### config.mk
export PLATFORM = sky130hd
export DESIGN_NAME = enc_time_set_ctrl_flat
export DESIGN_NICKNAME = d
export VERILOG_FILES = /design/src/rtl/enc_time_set_ctrl_pkg.sv /design/src/rtl/enc_time_set_ctrl_if.sv /design/src/rtl/enc_time_set_ctrl_bcd_wrap_step.sv /design/src/rtl/enc_time_set_ctrl.sv /design/src/flat_wrapper.sv
export SDC_FILE = /design/constraint.sdc
export NUM_CORES = 1
export LEC_CHECK = 0
export ABC_CLOCK_PERIOD_IN_PS = 5200
export BUFFER_PORTS_ARGS = -buffer_cell sky130_fd_sc_hd__buf_2
export CAP_MARGIN = 20
export CORE_ASPECT_RATIO = 1.25
export CORE_MARGIN = 10
export CORE_UTILIZATION = 61
export CTS_BUF_LIST = sky130_fd_sc_hd__clkbuf_4
export DETAILED_ROUTE_END_ITERATION = 8
export HOLD_SLACK_MARGIN = 0.02
export PLACE_DENSITY = 0.8
export SYNTH_ARGS = -nofsm -noshare
export SYNTH_HDL_FRONTEND = slang
export SYNTH_SLANG_ARGS = --single-unit
### constraint.sdc
create_clock -name clk -period 5.2 [get_ports clk]
set_input_delay 1.04 -clock clk [delete_from_list [all_inputs] [get_ports clk]]
set_output_delay 1.04 -clock clk [all_outputs]
set_load 0.02 [all_outputs]
### src/rtl/enc_time_set_ctrl_pkg.sv
// Shared types and constants for the encoder-driven MM:SS preset editor.
package enc_set_pkg;

  typedef enum logic [1:0] {
    IDLE   = 2'd0,
    EDIT   = 2'd1,
    COMMIT = 2'd2
  } state_t;

  localparam logic [1:0] SEL_MIN_T = 2'd3;
  localparam logic [1:0] SEL_MIN_O = 2'd2;
  localparam logic [1:0] SEL_SEC_T = 2'd1;
  localparam logic [1:0] SEL_SEC_O = 2'd0;

  // Indexed by digit select: tens digits roll over at 5, ones digits at 9.
  localparam logic [3:0][3:0] DIGIT_MAX = {4'd5, 4'd9, 4'd5, 4'd9};

endpackage

### src/rtl/enc_time_set_ctrl_if.sv
// Encoder front-end / stopwatch-facing signal bundle for the preset editor.
interface enc_time_set_ctrl_if;
  logic        inc_pulse;
  logic        dec_pulse;
  logic        btn_press;
  logic        run_active;
  logic [15:0] set_value;
  logic        edit_en;
  logic [1:0]  edit_sel;
  logic        blank;
  logic        load_pulse;

  modport master (
    output inc_pulse, dec_pulse, btn_press, run_active,
    input  set_value, edit_en, edit_sel, blank, load_pulse
  );

  modport slave (
    input  inc_pulse, dec_pulse, btn_press, run_active,
    output set_value, edit_en, edit_sel, blank, load_pulse
  );
endinterface

### src/rtl/enc_time_set_ctrl_bcd_wrap_step.sv
// One-digit BCD up/down step with wrap at 0 and at the digit's maximum.
module bcd_wrap_step (
  input  logic [3:0] digit,
  input  logic [3:0] max,
  input  logic       inc,
  input  logic       dec,
  output logic [3:0] next
);
  always_comb begin
    next = digit;
    if (inc && !dec)
      next = (digit == max) ? 4'd0 : digit + 4'd1;
    else if (dec && !inc)
      next = (digit == 4'd0) ? max : digit - 4'd1;
  end
endmodule

### src/rtl/enc_time_set_ctrl.sv
// Rotary-encoder preset editor: per-digit MM:SS edit with blinking cursor and load strobe.
module enc_time_set_ctrl
  import enc_set_pkg::*;
#(
  parameter int TIMEOUT_CYC = 500000000,
  parameter int BLINK_HALF  = 25000000
) (
  input logic                clk,
  input logic                reset,
  enc_time_set_ctrl_if.slave bus
);
  localparam int TMO_W = $clog2(TIMEOUT_CYC);
  localparam int BLK_W = $clog2(BLINK_HALF);
  localparam logic [TMO_W-1:0] TMO_LAST = TMO_W'(TIMEOUT_CYC - 1);
  localparam logic [BLK_W-1:0] BLK_LAST = BLK_W'(BLINK_HALF - 1);

  state_t             state;
  logic [15:0]        set_value;
  logic [15:0]        shadow;
  logic               edit_en;
  logic [1:0]         sel;
  logic               blank;
  logic               load_pulse;
  logic [TMO_W-1:0]   tmo_cnt;
  logic [BLK_W-1:0]   blk_cnt;

  logic [3:0]         cur_digit;
  logic [3:0]         step_digit;
  logic [15:0]        stepped;
  logic               turn;
  logic               activity;

  assign turn      = bus.inc_pulse | bus.dec_pulse;
  assign activity  = turn | bus.btn_press;
  assign cur_digit = set_value[{sel, 2'b00} +: 4];

  bcd_wrap_step u_step (
    .digit (cur_digit),
    .max   (DIGIT_MAX[sel]),
    .inc   (bus.inc_pulse),
    .dec   (bus.dec_pulse),
    .next  (step_digit)
  );

  always_comb begin
    stepped = set_value;
    stepped[{sel, 2'b00} +: 4] = step_digit;
  end

  always_ff @(posedge clk) begin
    if (reset) begin
      state      <= IDLE;
      set_value  <= '0;
      shadow     <= '0;
      edit_en    <= 1'b0;
      sel        <= SEL_MIN_T;
      blank      <= 1'b0;
      load_pulse <= 1'b0;
      tmo_cnt    <= '0;
      blk_cnt    <= '0;
    end else begin
      load_pulse <= 1'b0;
      case (state)
        IDLE: begin
          edit_en <= 1'b0;
          blank   <= 1'b0;
          sel     <= SEL_MIN_T;
          tmo_cnt <= '0;
          blk_cnt <= '0;
          if (bus.btn_press && !bus.run_active) begin
            state   <= EDIT;
            edit_en <= 1'b1;
          end
        end

        EDIT: begin
          // Stopwatch start or inactivity drops the edit and restores the committed preset.
          if (bus.run_active || (!activity && tmo_cnt == TMO_LAST)) begin
            state     <= IDLE;
            set_value <= shadow;
            edit_en   <= 1'b0;
            sel       <= SEL_MIN_T;
            blank     <= 1'b0;
            tmo_cnt   <= '0;
            blk_cnt   <= '0;
          end else begin
            set_value <= stepped;

            if (activity)
              tmo_cnt <= '0;
            else if (tmo_cnt != TMO_LAST)
              tmo_cnt <= tmo_cnt + TMO_W'(1);

            // Any user action snaps the cursor to its visible phase.
            if (activity) begin
              blk_cnt <= '0;
              blank   <= 1'b0;
            end else if (blk_cnt == BLK_LAST) begin
              blk_cnt <= '0;
              blank   <= ~blank;
            end else begin
              blk_cnt <= blk_cnt + BLK_W'(1);
            end

            if (bus.btn_press) begin
              if (sel != SEL_SEC_O) begin
                sel <= sel - 2'd1;
              end else begin
                state      <= COMMIT;
                load_pulse <= 1'b1;
                edit_en    <= 1'b0;
              end
            end
          end
        end

        COMMIT: begin
          shadow  <= set_value;
          state   <= IDLE;
          sel     <= SEL_MIN_T;
          blank   <= 1'b0;
          tmo_cnt <= '0;
          blk_cnt <= '0;
        end

        default: state <= IDLE;
      endcase
    end
  end

  assign bus.set_value  = set_value;
  assign bus.edit_en    = edit_en;
  assign bus.edit_sel   = sel;
  assign bus.blank      = blank;
  assign bus.load_pulse = load_pulse;

endmodule

### src/flat_wrapper.sv
// flat-port wrapper written by rule: the top's interface ports become plain ports
module enc_time_set_ctrl_flat import enc_set_pkg::*;
#(
  parameter int TIMEOUT_CYC = 500000000,
  parameter int BLINK_HALF  = 25000000
)
  (clk, reset, bus_inc_pulse, bus_dec_pulse, bus_btn_press, bus_run_active, bus_set_value, bus_edit_en, bus_edit_sel, bus_blank, bus_load_pulse);
  enc_time_set_ctrl_if bus_i ();
  input logic clk;
  input logic reset;
  input wire logic [$bits(bus_i.inc_pulse)-1:0] bus_inc_pulse;
  input wire logic [$bits(bus_i.dec_pulse)-1:0] bus_dec_pulse;
  input wire logic [$bits(bus_i.btn_press)-1:0] bus_btn_press;
  input wire logic [$bits(bus_i.run_active)-1:0] bus_run_active;
  output wire logic [$bits(bus_i.set_value)-1:0] bus_set_value;
  output wire logic [$bits(bus_i.edit_en)-1:0] bus_edit_en;
  output wire logic [$bits(bus_i.edit_sel)-1:0] bus_edit_sel;
  output wire logic [$bits(bus_i.blank)-1:0] bus_blank;
  output wire logic [$bits(bus_i.load_pulse)-1:0] bus_load_pulse;
  assign bus_i.inc_pulse = bus_inc_pulse;
  assign bus_i.dec_pulse = bus_dec_pulse;
  assign bus_i.btn_press = bus_btn_press;
  assign bus_i.run_active = bus_run_active;
  assign bus_set_value = bus_i.set_value;
  assign bus_edit_en = bus_i.edit_en;
  assign bus_edit_sel = bus_i.edit_sel;
  assign bus_blank = bus_i.blank;
  assign bus_load_pulse = bus_i.load_pulse;
  enc_time_set_ctrl #(.TIMEOUT_CYC(TIMEOUT_CYC), .BLINK_HALF(BLINK_HALF)) u_core (.clk(clk), .reset(reset), .bus(bus_i));
endmodule
# Word level (Yosys, flattened, before mapping)
# Cells that the tools add are included.
# W data, S select, Z words.
# classes
n_addsub	6
mul	0
div_mod_pow	0
order_cmp	1
eq_ne	12
shifts	3
n_mux	35
bitwise_logic	5
n_reduce_logical	21
# ops
cell	count
$mux W29	3
$mux W25	3
$pmux W29 S2	1
$pmux W25 S2	1
$add A29 B1 Y29 const B	1
$eq A29 B29 Y1 const B	1
$ne A29 B29 Y1 const B	1
$add A25 B1 Y25 const B	1
$eq A25 B25 Y1 const B	1
$mux W4	5
$bwmux W16	1
$mux W16	1
$shift A4 B6 Y16 const A	1
$shiftx A16 B5 Y4	1
$shiftx A4 B6 Y16	1
$mux W2	7
$reduce_and A3 Y1	3
$bmux W4 S2	1
$mux W1	8
$ne A4 B1 Y1 const B	2
$pmux W2 S2	2
$ne A3 B2 Y1 const B	2
$neg A4 Y6	1
$reduce_bool A2 Y1	3
20 further kinds	31
# word_totals
regBits	93
latchBits	0
ram_bits	0
mem_bits_ro	0
in_bits	6
output_inout_bits	21
elab_cells	92
memories	0

# Logic depth before layout (Yosys ltp)
# depth
depth_word	8
ltp_mapped	10
depth_no_buf	8

# Cells and area by module
# Synthesis repeated with hierarchy kept, for this count alone.
# hier_totals
hier_cells	687
hier_area_um2	5421.4
# by_module_without_submodules
mod	n_inst	cells_each	area_per_inst_um2	seq_area_each_um2
enc_time_set_ctrl	1	642	5084.9	1861.8
bcd_wrap_step	1	45	336.6	0.0

# Worst setup path after synthesis
# No wires, ideal clock.
# synth_timing
path_type	input-to-reg
from	input port bus_inc_pulse
to	register u_core.blk_cnt[18]
setup_time_ps	91
arrival_time_ps	2724
required_ps	5109
slack_ps	2385
cell_stages	8
path_buffers	2
path_cell_list	or3_1 nor3_1 o31ai_2 nor2_1 buf_2 buf_2 nand2_1 a311oi_1
# synth_via
elab_chain_cells	7
word_cells_on_any_way	8
cone_classes	3 x mux; 2 x bitwise; 3 x reduce/logical
# synth_lines
item	line_no	rtl
from (decl)	flat_wrapper.sv:11	input wire logic [$bits(bus_i.inc_pulse)-1:0] bus_inc_pulse;
$or A1 B1 Y1 (*)	enc_time_set_ctrl.sv:33	assign turn = bus.inc_pulse | bus.dec_pulse;
$or A1 B1 Y1 (*)	enc_time_set_ctrl.sv:34	assign activity = turn | bus.btn_press;
$logic_not A1 Y1	enc_time_set_ctrl.sv:78	if (bus.run_active || (!activity && tmo_cnt == TMO_LAST)) begin
$logic_and A1 B1 Y1	enc_time_set_ctrl.sv:78	
$logic_or A1 B1 Y1	enc_time_set_ctrl.sv:78	
$mux W25 (*)	enc_time_set_ctrl.sv:78	
$pmux W25 S2 (*)	enc_time_set_ctrl.sv:63	case (state)
to (signal assigned)	enc_time_set_ctrl.sv:102	blk_cnt <= blk_cnt + BLK_W'(1);
to (decl)	enc_time_set_ctrl.sv:25	logic [BLK_W-1:0] blk_cnt;
# Every way passes the cells marked *; elsewhere a longest branch is shown, timed or not.
# A chain may end at the register's enable or synchronous reset.

# Final worst setup path
# layout_timing
from	input port bus_inc_pulse
to	register u_core.tmo_cnt[16]
# layout_via
elab_chain_cells	7
word_cells_on_any_way	10
cone_classes	1 x eq/ne; 3 x mux; 2 x bitwise; 4 x reduce/logical
# layout_lines
item	line_no	rtl
$or A1 B1 Y1 (*)	enc_time_set_ctrl.sv:33	
$or A1 B1 Y1 (*)	enc_time_set_ctrl.sv:34	
$logic_not A1 Y1	enc_time_set_ctrl.sv:78	
$logic_and A1 B1 Y1	enc_time_set_ctrl.sv:78	
$logic_or A1 B1 Y1	enc_time_set_ctrl.sv:78	
$ne A4 B1 Y1 (no line) or $mux W29 (tied branches)	n/a	
$reduce_and A2 Y1 (no line) or $pmux W29 S2 (tied branches)	n/a	
to (signal assigned)	enc_time_set_ctrl.sv:92	tmo_cnt <= tmo_cnt + TMO_W'(1);
to (decl)	enc_time_set_ctrl.sv:24	logic [TMO_W-1:0] tmo_cnt;
# Marked as above.

==> flow_summary.yaml <==
outcome:
  status: "completed"
global_route:
  grt_pass1_vias: 4783
  grt_usage: 0.2201
  grt_pass1_wl_um: 22580
  grt_max_degree: 57
  overflow: 0
  antenna_found_initial: 0
logic_synthesis:
  yosysTopAreaCell: "dfxtp_1"
  avgSynthCellArea_um2: 7.867
  ys_async_sr_fraction: 0
  yosysWarnings: 0
  synth_top_area_frac: 0.3641
  seq_area_frac_synth: 0.3641
  synth.area.top_cells: "dfxtp_1, a311oi_1, nand2_1"
  synth_cell_type_count: 61
  synthCells: 650
  synth_common_cells: "nand2_1, dfxtp_1, a21oi_1"
  ys_ff_latch: 93
  synth_ff_type: "dfxtp_1"
  syn-num-nets: 665
  synth_area_mm2: 0.005114
  synth_edf_count: 0
  yosysMostFrequentCell: "nand2_1"
route:
  drtPass1Iterations: 7
  routed.top_layer: "met4"
  wl_met3_um: 830
  met2_length_um: 6898
  wire_per_inst_um: 18.38
  drc_errors: 0
  vias: 5099
  wl_met1_um: 5551
  drt_iter0_drc: 411
  ant_nets: 0
  wl_um: 13730
  via_per_inst: 6.826
timing:
  report.final.slew_viol_count: 0
  finalHoldViolCount: 0
  slew-limit-headroom: 0.2752
  timing.fmax_mhz: 293.4
  setup_slack_ns: 1.792
  setup_tns_ns: 0
  fin_skew_ns: 0.02686
  tightest_slew_ns: 1.087
  rsz0062_at_grt: "false"
  setup_viol: 0
  min_period_over_period: 0.6555
  fin_crit_ns: 3.408
floorplanning:
  die_x_um: 101.9
  dieArea_mm2: 0.01247
  start_util: 0.6241
  io_pins: 27
  die_h_um: 122.4
  core_region_area_mm2: 0.008194
  rows: 37
place:
  port_buffers: 26
  gp_congestion: 0.8678
  place_ws_ns: 1.334
  dp_hpwl_um: 9419
cells_and_area:
  diodes: 0
  nets: 660
  seqCellArea_mm2: 0.001862
  drive_gt1_frac: 0.1000
  fillers: 684
  multi_input_area_mm2: 0.003008
  synthToLayoutAreaGrowth_pct: 4.796
job:
  maxCapViolCount: 0
critical_path:
  crit_path_end_kind: "register"
  reg2reg_from: "u_core.bus.edit_sel[0]"
  timing.critical_path.from: "bus_inc_pulse"
  cp-start-kind: "input pin"
  path_max_fanout: 24
  worstPathArrival_ns: 3.81
  cp.required_ns: 5.60
  path_class: "input pin to register"
power:
  power.density_mw_per_mm2: 223.7
  p_leak_nw: 1.641
  vdd_ir_drop_max_uv: 165.9
clocking:
  clock_latency_ns: 0.49
  cts-hold-fix-buffers: 0
  cts_buffers: 9
  cts_max_path_buffers: 2
  cts_setup_buffers: 0
  cts-root-buf: "clkbuf_4"
  cts_resized: 0
  clkSlewWorstSetupHoldPaths_ns: 0.15
  tritoncts: "built"
  cts_max_level: 3
  clkSinkCount: 93
min_path:
  worstHoldStart: "u_core.shadow[15]"
  hold_path_class: "register to register"
[layout make-up]
class                      instances  share of cell area
inverter                          13            0.009106
tap                               97             0.02265
multi-input combinational        494              0.5613
clock inverter                     7            0.009339
timing repair buffer              34             0.03759
clock buffer                       9             0.01261
sequential                        93              0.3474
[path summary, 6_finish.rpt]
kind | end | slack, ns | cells past startpoint
min | u_core.shadow[15] | 0.46 | 2
max reg2reg | u_core.bus.set_value[11] | 1.90 | 7
min reg2reg | u_core.shadow[15] | 0.46 | 2
max | u_core.tmo_cnt[16] | 1.79 | 7
[cells by family after synthesis]
family	synth area share
AO/OA/AOI/OAI	0.2657
XOR/XNOR	0.005139
adder cells (fa/ha/maj)	0.02202
buffers and inverters	0.04991
flip-flops	0.3641
multiplexers	0.01958
AND/OR/NAND/NOR	0.2736
[through the flow]
stage                     instance area (um2)    util  hold WS [ns]  cells  power (mW)
after global routing                     5359  0.6540        0.4910    747       1.243
final                                    5359  0.6540        0.4608    747       1.199
after floorplan                          5114       -        0.4316    650      0.8187
after detailed placement                 5241  0.6396        0.4442    731      0.8514
after global placement                   5215  0.6364        0.4393    729      0.8481
after CTS                                5359  0.6540        0.4634    747       1.203
[cell usage in the layout, fill, tap and decap left out, types with 3 or more instances in the layout]
cell      netlist  routed
a211oi_1       10      10
o311a_1         3       3
nor4b_1         3       3
mux4_2          4       4
nand4b_1        3       3
o22ai_1         3       3
nor2_1         49      47
or3_1           6       6
nor4bb_1        3       3
a31oi_1        17      16
dfxtp_1        93      93
a22oi_1         3       3
nor4_1          7       7
clkbuf_4        0       9
buf_2           9      26
a311oi_1       41      41
ha_1            9       9
a41oi_1         7       7
o21bai_1        7       7
a21oi_1        55      55
o32ai_1         4       4
o21ai_0        31      31
buf_4           0       6
nand3_1        26      26
nor2b_1         3       3
inv_1          13      13
nand4_1        14      14
nor3b_1         3       3
nor3_1         32      32
and3_1          6       6
xnor2_1         3       3
nand2b_1       15      15
and4_1          3       3
nand2_1        94      94
[flip-flops by register name, indices dropped and copies added (netlist names)]
name,count
u_core.bus.edit_sel,2
u_core.tmo_cnt,29
u_core.blk_cnt,25
u_core.bus.load_pulse,1
u_core.bus.edit_en,1
u_core.shadow,16
u_core.bus.set_value,16
u_core.bus.blank,1
u_core.state,2
[critical path: stages]
cell	delay, ns
buf_2	0.12
or3_1	0.47
or3_1	0.60
nor2_2	0.81
buf_4	0.35
o21ai_0	0.12
a311oi_1	0.28
[where the power goes]
| part | internal, mW | total, mW | switching (mW) |
|---|---|---|---|
| combinational | 0.0386 | 0.108 | 0.0693 |
| sequential | 0.720 | 0.730 | 0.0104 |
| clock | 0.0988 | 0.361 | 0.262 |
[per-layer routing]
metal  vias up  GRT usage
met2       201     0.3792
met4         0     0.1422
li1       2433          -
met5         -          0
met1      2430     0.2500
met3        35    0.02979
No activity file was read; power rests on OpenSTA's default activity.
